[config.mk]
export PLATFORM = sky130hd
export DESIGN_NAME = bus_mux_arb
export DESIGN_NICKNAME = d
export VERILOG_FILES = /design/src/rtl/bus_mux_arb_pkg.sv /design/src/rtl/bus_mux_arb_rr_arbiter.sv /design/src/rtl/bus_mux_arb.sv
export SDC_FILE = /design/constraint.sdc
export NUM_CORES = 1
export LEC_CHECK = 0
export BUFFER_PORTS_ARGS = -buffer_cell sky130_fd_sc_hd__buf_2
export CAP_MARGIN = 10
export CELL_PAD_IN_SITES_DETAIL_PLACEMENT = 1
export CELL_PAD_IN_SITES_GLOBAL_PLACEMENT = 2
export CORE_AREA = 10 10 146 148
export CTS_CLUSTER_DIAMETER = 40
export DETAILED_ROUTE_END_ITERATION = 16
export DIE_AREA = 0 0 156 158
export MAX_ROUTING_LAYER = met4
export PLACE_DENSITY_LB_ADDON = 0.12
export SYNTH_ARGS = -nofsm -noshare
export SYNTH_HDL_FRONTEND = slang
export SYNTH_SLANG_ARGS = --single-unit
[constraint.sdc]
create_clock -name clk -period 3.85 [get_ports clk]
set_input_delay 0.77 -clock clk [delete_from_list [all_inputs] [get_ports clk]]
set_output_delay 0.77 -clock clk [all_outputs]
set_load 0.005 [all_outputs]
[src/rtl/bus_mux_arb_pkg.sv]
// rtl/bus_mux_arb_pkg.sv - bus widths, arbitration mode constants and index helper for bus_mux_arb
package bus_mux_arb_pkg;

    localparam int ADDRESS_BUS_WIDTH = 16;
    localparam int DATA_BUS_WIDTH    = 32;

    localparam int ARB_FIXED = 0;
    localparam int ARB_RR    = 1;

    // Next channel index after idx, wrapping at n.
    function automatic int wrap_inc(input int idx, input int n);
        return (idx + 1 >= n) ? 0 : idx + 1;
    endfunction

endpackage

[src/rtl/bus_mux_arb_rr_arbiter.sv]
// rtl/bus_mux_arb_rr_arbiter.sv - combinational fixed-priority / round-robin grant (module rr_arbiter)
module rr_arbiter
    import bus_mux_arb_pkg::*;
#(
    parameter int NUM_CH       = 4,
    parameter int CH_SEL_WIDTH = 2,
    parameter int ARB_MODE     = ARB_RR
) (
    input  logic [NUM_CH-1:0]       req,
    input  logic [CH_SEL_WIDTH-1:0] rr_ptr,
    output logic [NUM_CH-1:0]       grant,
    output logic [CH_SEL_WIDTH-1:0] grant_idx,
    output logic                    grant_any
);

    localparam int NSLOT = 1 << CH_SEL_WIDTH;

    logic [NSLOT-1:0] req_ext;
    logic [NSLOT-1:0] grant_ext;

    // Slots beyond NUM_CH are padded with zero requests so they can never win.
    assign req_ext = NSLOT'(req);
    assign grant   = grant_ext[NUM_CH-1:0];

    always_comb begin
        int base;
        int sum;
        logic [CH_SEL_WIDTH-1:0] idx;
        grant_ext = '0;
        grant_idx = '0;
        grant_any = 1'b0;
        base      = (ARB_MODE == ARB_RR) ? int'(rr_ptr) : 0;
        for (int k = 0; k < NUM_CH; k++) begin
            sum = base + k;
            if (sum >= NUM_CH) sum = sum - NUM_CH;
            idx = CH_SEL_WIDTH'(sum);
            if (!grant_any && req_ext[idx]) begin
                grant_ext[idx] = 1'b1;
                grant_idx      = idx;
                grant_any      = 1'b1;
            end
        end
    end

endmodule

[src/rtl/bus_mux_arb.sv]
// rtl/bus_mux_arb.sv - NUM_CH:1 arbitrated address/data mux with one-deep output register
// Optional channel lock (in_lock port) is built when BUS_MUX_LOCK_EN is defined.
module bus_mux_arb
    import bus_mux_arb_pkg::*;
#(
    parameter int NUM_CH       = 4,
    parameter int CH_SEL_WIDTH = 2,
    parameter int ARB_MODE     = ARB_RR
) (
    input  logic                                  clk,
    input  logic                                  reset,
    input  logic [NUM_CH-1:0]                     in_valid,
`ifdef BUS_MUX_LOCK_EN
    input  logic [NUM_CH-1:0]                     in_lock,
`endif
    output logic [NUM_CH-1:0]                     in_ready,
    input  logic [NUM_CH*ADDRESS_BUS_WIDTH-1:0]   in_addr,
    input  logic [NUM_CH*DATA_BUS_WIDTH-1:0]      in_data,
    output logic                                  out_valid,
    input  logic                                  out_ready,
    output logic [ADDRESS_BUS_WIDTH-1:0]          out_addr,
    output logic [DATA_BUS_WIDTH-1:0]             out_data,
    output logic [CH_SEL_WIDTH-1:0]               out_chan
);

    localparam int AW = ADDRESS_BUS_WIDTH;
    localparam int DW = DATA_BUS_WIDTH;

    logic                    load_en;
    logic [NUM_CH-1:0]       req;
    logic [NUM_CH-1:0]       grant;
    logic [CH_SEL_WIDTH-1:0] grant_idx;
    logic                    grant_any;
    logic [CH_SEL_WIDTH-1:0] rr_ptr;
    logic [AW-1:0]           sel_addr;
    logic [DW-1:0]           sel_data;
    logic                    ptr_upd;

`ifdef BUS_MUX_LOCK_EN
    logic                    lock_valid;
    logic [CH_SEL_WIDTH-1:0] lock_ch;
    logic [NUM_CH-1:0]       lock_mask;
    logic                    lock_req;

    always_comb begin
        for (int i = 0; i < NUM_CH; i++) begin
            lock_mask[i] = (lock_ch == CH_SEL_WIDTH'(i));
        end
    end

    assign req      = lock_valid ? (in_valid & lock_mask) : in_valid;
    assign lock_req = |(grant & in_lock);
    // Pointer stays frozen across locked beats; the unlocking beat advances it.
    assign ptr_upd  = !(lock_valid && lock_req);
`else
    assign req      = in_valid;
    assign ptr_upd  = 1'b1;
`endif

    rr_arbiter #(
        .NUM_CH       (NUM_CH),
        .CH_SEL_WIDTH (CH_SEL_WIDTH),
        .ARB_MODE     (ARB_MODE)
    ) u_arb (
        .req       (req),
        .rr_ptr    (rr_ptr),
        .grant     (grant),
        .grant_idx (grant_idx),
        .grant_any (grant_any)
    );

    assign load_en  = !out_valid || out_ready;
    assign in_ready = (load_en && !reset) ? grant : '0;

    always_comb begin
        sel_addr = '0;
        sel_data = '0;
        for (int i = 0; i < NUM_CH; i++) begin
            if (grant[i]) begin
                sel_addr = sel_addr | in_addr[i*AW +: AW];
                sel_data = sel_data | in_data[i*DW +: DW];
            end
        end
    end

    always_ff @(posedge clk or posedge reset) begin
        if (reset) begin
            out_valid  <= 1'b0;
            out_addr   <= '0;
            out_data   <= '0;
            out_chan   <= '0;
            rr_ptr     <= '0;
`ifdef BUS_MUX_LOCK_EN
            lock_valid <= 1'b0;
            lock_ch    <= '0;
`endif
        end else if (load_en) begin
            out_valid <= grant_any;
            if (grant_any) begin
                out_addr <= sel_addr;
                out_data <= sel_data;
                out_chan <= grant_idx;
                if (ARB_MODE == ARB_RR && ptr_upd) begin
                    rr_ptr <= CH_SEL_WIDTH'(wrap_inc(int'(grant_idx), NUM_CH));
                end
`ifdef BUS_MUX_LOCK_EN
                lock_valid <= lock_req;
                lock_ch    <= grant_idx;
`endif
            end
        end
    end

endmodule
# --- Word level (Yosys, flattened, before mapping) ---
# Cells that the tools add are included.
totals:
  mem_bits_ro: 0
  mem_bits_rw: 0
  mem_count: 0
  ff_bits: 53
  latch_bits: 0
  word_cells: 92
  output_inout_bits: 55
classes:
  n_reduce_logical: 15
  n_mux: 42
  mul: 0
  magnitude_cmp: 13
  n_shift: 0
  n_addsub: 8
  bitwise: 9
  eq_ne: 0
  div: 0
ops:
  columns: ["cell", "n"]
  rows:
  - ["2-to-1 mux 32 bit", 4]
  - ["bitwise OR 32 bit", 3]
  - ["2-to-1 mux 16 bit", 4]
  - ["bitwise OR 16 bit", 3]
  - ["2-to-1 mux 4 bit", 5]
  - ["2-to-1 mux 2 bit", 9]
  - ["greater-or-equal comparator 3 bit, second input constant", 4]
  - ["less-than comparator 2 x 3 -> 1 bit, second input constant", 4]
  - ["2-to-1 mux 1 bit", 12]
  - ["bitwise OR 4 bit", 3]
  - ["binary-select mux 1 bit (select 2 bit)", 4]
  - ["demux 1 bit (select 2 bit)", 4]
  - ["greater-or-equal comparator 2 x 1 -> 1 bit, second input constant", 4]
  - ["logical AND 1 bit", 8]
  - ["subtractor 2 x 1 -> 2 bit, second input constant", 4]
  - ["adder 2 x 1 -> 3 bit, second input constant", 2]
  - ["adder 2 x 2 -> 3 bit, second input constant", 2]
  - ["logical NOT 1 bit", 5]
  - ["greater-or-equal comparator 2 x 3 -> 1 bit, second input constant", 1]
  - ["AND reduction 2 bit", 1]
  - ["logical OR 1 bit", 1]

# --- Depth between registers and ports, before layout ---
depth:
  word_depth: 21
  ltp_mapped: 14
  depth_no_buf: 8

# --- Modules after synthesis ---
# A second synthesis with hierarchy kept.
unflattened:
  hier_cells: 346
  area_unflattened_um2: 3500.9
modules_own_cells:
  columns: ["module", "cells_per_inst", "instances", "area_each_um2"]
  rows:
  - ["bus_mux_arb", 301, 1, 3081.7]
  - ["rr_arbiter", 45, 1, 419.2]

# --- Worst setup path before layout ---
# No wires, ideal clock.
synth_timing:
  kind: "reg-to-output"
  startpoint: "reg with a tool-made name"
  endpoint: "out in_ready[3]"
  n_path_buf: 5
  arrival_time_ps: 2729
  stages_incl_launch_ff: 13
  required_ps: 3080
  path_slack_ps: 351
  cell_sequence: "dfrtp_1 buf_2 buf_2 inv_1 ha_1 buf_2 or3b_2 a21oi_2 nor2_1 o2111ai_2 buf_4 buf_4 nor2b_1"
synth_rtl:
  columns: ["element", "line_no", "source"]
  rows:
  - ["end: declaration", "bus_mux_arb.sv:16", "output logic [NUM_CH-1:0] in_ready,"]

# --- Worst setup path in the final report ---
layout_timing:
  startpoint: "reg rr_ptr[1]"
  endpoint: "out in_ready[3]"
layout_via:
  elab_chain_cells: 15
layout_lines:
  columns: ["element", "line_no", "source"]
  rows:
  - ["start: declaration", "bus_mux_arb.sv:34", "logic [CH_SEL_WIDTH-1:0] rr_ptr;"]
  - ["start signal: assignment", "bus_mux_arb.sv:104", "rr_ptr <= CH_SEL_WIDTH'(wrap_inc(int'(grant_idx), NUM_CH));"]
  - ["branches (longest 13 deep; another with adder 2 x 1 -> 3 bit)", null, null]
  - ["2-to-1 mux 4 bit *", "bus_mux_arb_rr_arbiter.sv:37", "if (!grant_any && req_ext[idx]) begin"]
  - ["2-to-1 mux 4 bit *", "bus_mux_arb.sv:73", "assign in_ready = (load_en && !reset) ? grant : '0;"]
# Mark *: on every way between the ends. The select of a mux whose other input is x is not followed.

==> results.json <==
{
  "hold_buffers": 0,
  "drc": 0,
  "cts_root_buffer": "clkbuf_16",
  "critPathMaxStageDelay_ns": 0.51,
  "path_buf_inv": 2,
  "num_vias": 4811,
  "numClockSinks": 53,
  "setup.worst_path.start_class": "flop",
  "cp-end-kind": "primary output",
  "hp-class": "flop to flop",
  "clk_latency_ns": 0.31,
  "path_cells": "inv_1 -> ha_1 -> or3b_2 -> a21oi_2 -> nor2_1 -> o2111ai_4 -> nor2b_1 -> buf_2",
  "ir_worst_vdd_mv": 0.315,
  "worstMarginPinSlew_ns": 0.843,
  "grt_pass1_vias": 5358,
  "setup_viol": 0,
  "grt_overflow": 0,
  "maxSlewHeadroom_pct": 43.8,
  "fp.dieArea_mm2": 0.0246,
  "clock_path_buffers": 2,
  "n_fill_cell": 2256,
  "hp-start": "out_chan[1]$_DFFE_PP0P_",
  "grt_pass1_wl_um": 31100,
  "routed_via_density": 5.09,
  "drv_slew": 0,
  "area_delta_synth_final_pct": 39.5,
  "start_util_pct": 22.7,
  "syn_nets": 678,
  "nNetsFinal": 912,
  "synth_area_mm2": 0.00418,
  "p_sw_share_pct": 48.1,
  "intPower_mw": 2.29,
  "total_power_mw": 4.41,
  "synth_seq_cells": 53,
  "power.leakage_nw": 2.57,
  "power_switching_mw": 2.12,
  "cp_data_arrival_time_ns": 2.86,
  "layout_min_cycle_time_ns": 3.63,
  "ant_nets": 0,
  "die_x_um": 156,
  "cp_data_required_time_ns": 3.08,
  "drv_cap": 0,
  "dr.pass1.iters": 4,
  "yosys_warnings": 0,
  "power.density_mw_per_mm2": 755,
  "dp_hpwl_um": 15900,
  "cts_made_buffers": 5,
  "die_h_um": 158,
  "h-tree-depth": 2,
  "fin_skew_ns": 0.00456,
  "synth_cell_type_count": 43,
  "clk_pin_slew_ns": 0.07,
  "utilization_pct": 31.6,
  "cts-resized-gates": 0,
  "cp-startpoint": "rr_ptr[1]$_DFFE_PP0P_",
  "fmaxAchievable_mhz": 276,
  "ioPinCount": 254,
  "avgSynthCellArea_um2": 8.84,
  "p_seq_share_pct": 22.4,
  "timing.rr.start": "rr_ptr[1]$_DFFE_PP0P_",
  "antenna_found_initial": 4,
  "critPathTopFamily": "simple AND/OR/NAND/NOR gates",
  "preCtsSetupSlack_ns": 0.551,
  "path_max_fanout": 8,
  "syn_inst": 473,
  "row_count": 50,
  "cts_tree": "built",
  "drtIter0Drc": 170,
  "status": "completed",
  "cts_setup_buffers": 0,
  "io_buffers": 253,
  "wirelength_um": 21500,
  "grt_setup_unrepaired": "false",
  "grt_max_degree": 54,
  "p_comb_share_pct": 66.6,
  "layout-drive-gt1-share_pct": 41.7,
  "finalHoldViolations": 0,
  "cpMaxStageDelayCell": "ha_1",
  "worstSetupPathType": "flop to primary output",
  "setup_tns_ns": 0,
  "p_clk_share_pct": 11.0,
  "period_share_pct": 94.2,
  "gp_congestion": 0.824,
  "setup_ws_ns": 0.224,
  "synth_seq_area_share_pct": 31.7,
  "core-area_mm2": 0.0185,
  "grt.total_usage_pct": 16.8,
  "post_drt_wl_per_cell_um": 22.7
}
-- Yosys cell counts, drive strengths merged --
cell type / n / area [µm²]
o221a: 1 / 11.3
a21o: 3 / 22.5
mux2i: 7 / 70.1
nand2: 59 / 221
xnor2: 1 / 8.76
and4: 1 / 8.76
o211ai: 97 / 778
nand3: 1 / 5.00
nor3b: 4 / 30.0
o21ai: 13 / 72.6
or3b: 3 / 26.3
inv: 8 / 30.0
nor2b: 2 / 12.5
o2111ai: 2 / 30.0
nand2b: 50 / 313
clkbuf: 17 / 65.1
ha: 6 / 75.1
and2: 52 / 328
buf: 20 / 130
a211oi: 3 / 22.5
a21oi: 2 / 13.8
a2111oi: 1 / 27.5
nor4: 1 / 6.26
o22ai: 2 / 12.5
nor3: 4 / 20.0
a32oi: 49 / 437
o221ai: 1 / 8.76
nor2: 6 / 22.5
dfrtp: 53 / 1330
nand3b: 2 / 15.0
mux4: 1 / 22.5
o21a: 1 / 7.51
-- power by group through the flow --
stage | registers (mW) | logic (mW) | clock network [mW]
6_report | 0.988 | 2.93 | 0.484
5_1_grt | 1.02 | 3.23 | 0.541
4_1_cts | 0.991 | 2.99 | 0.518
3_5_place_dp | 0.998 | 2.98 | 0
3_3_place_gp | 0.985 | 2.90 | 0
2_1_floorplan | 1.02 | 1.93 | 0
-- layout by cell type, fill, tap and decap left out, types with 2 or more instances in the layout --
cell type	count
clkbuf_16	5
clkbuf_1	2
o211ai_1	87
nor3b_1	4
a211oi_1	3
or3b_2	2
buf_12	2
ha_1	6
nand3b_1	2
o21ai_2	2
nand2_1	59
nor3_1	4
dfrtp_1	53
nor2b_1	2
inv_1	7
o22ai_1	2
buf_4	9
nand2b_1	50
mux2i_1	7
o2111ai_4	2
a21o_1	2
nor2_1	6
diode_2	4
buf_2	253
o21ai_0	7
a32oi_1	48
and2_1	51
o21ai_1	4
o211ai_2	10
-- state kept, by name (all words and copies together), names as in the netlist, named ones only --
name       flops
out_addr      16
out_chan       2
out_data      32
out_valid      1
rr_ptr         1
-- per-layer routing --
metal | routed length, µm | GRT usage [%] | part of all wire (%) | vias to the layer above
met4 | 398 | 4.81 | 1.8 | 0
li1 | - | - | - | 2280
met3 | 1080 | 3.61 | 5.0 | 23
met5 | 0 | - | 0 | -
met2 | 11200 | 29.9 | 52 | 155
met1 | 8800 | 18.4 | 41 | 2353
-- logic make-up after synthesis --
group	after synthesis	share of synthesized area, %
multiplexers	8	2.21
flip-flops	53	31.7
AND/OR/NAND/NOR	185	24.1
buffers and inverters	45	5.39
AO/OA/AOI/OAI	175	34.5
adder cells (fa/ha/maj)	6	1.80
XOR/XNOR	1	0.210
-- area by class of cell --
cell class	instances	area [µm²]	share of cell area, %
timing repair buffer	264	1370	23.6
multi-input combinational	375	2660	45.6
clock inverter	1	7.51	0.129
inverter	8	30.0	0.515
tap	234	293	5.02
clock buffer	7	133	2.27
sequential	53	1330	22.7
antenna	4	10.0	0.172
-- worst paths after layout --
path                                            end  slack [ns]  cells after the start
setup / recovery                        in_ready[3]        0.22                      8
hold / removal              out_chan[1]$_DFFE_PP0P_        0.48                      1
setup reg to reg           out_data[23]$_DFFE_PP0P_        0.50                      9
hold reg to reg             out_chan[1]$_DFFE_PP0P_        0.48                      1
max in group asynchronous   out_addr[8]$_DFFE_PP0P_        2.57                      3
min in group asynchronous     out_valid$_DFFE_PP0N_        0.73                      3
-- through the flow --
| stage | area (µm²) | hold WS (ns) | cells |
|---|---|---|---|
| 6_report | 5830 | 0.480 | 946 |
| 5_1_grt | 5830 | 0.515 | 946 |
| 4_1_cts | 5820 | 0.487 | 942 |
| 3_5_place_dp | 5680 | 0.469 | 934 |
| 3_3_place_gp | 5680 | 0.463 | 934 |
| 2_1_floorplan | 4180 | 0.473 | 473 |
Note: power is estimated with default switching activity, not from simulation.
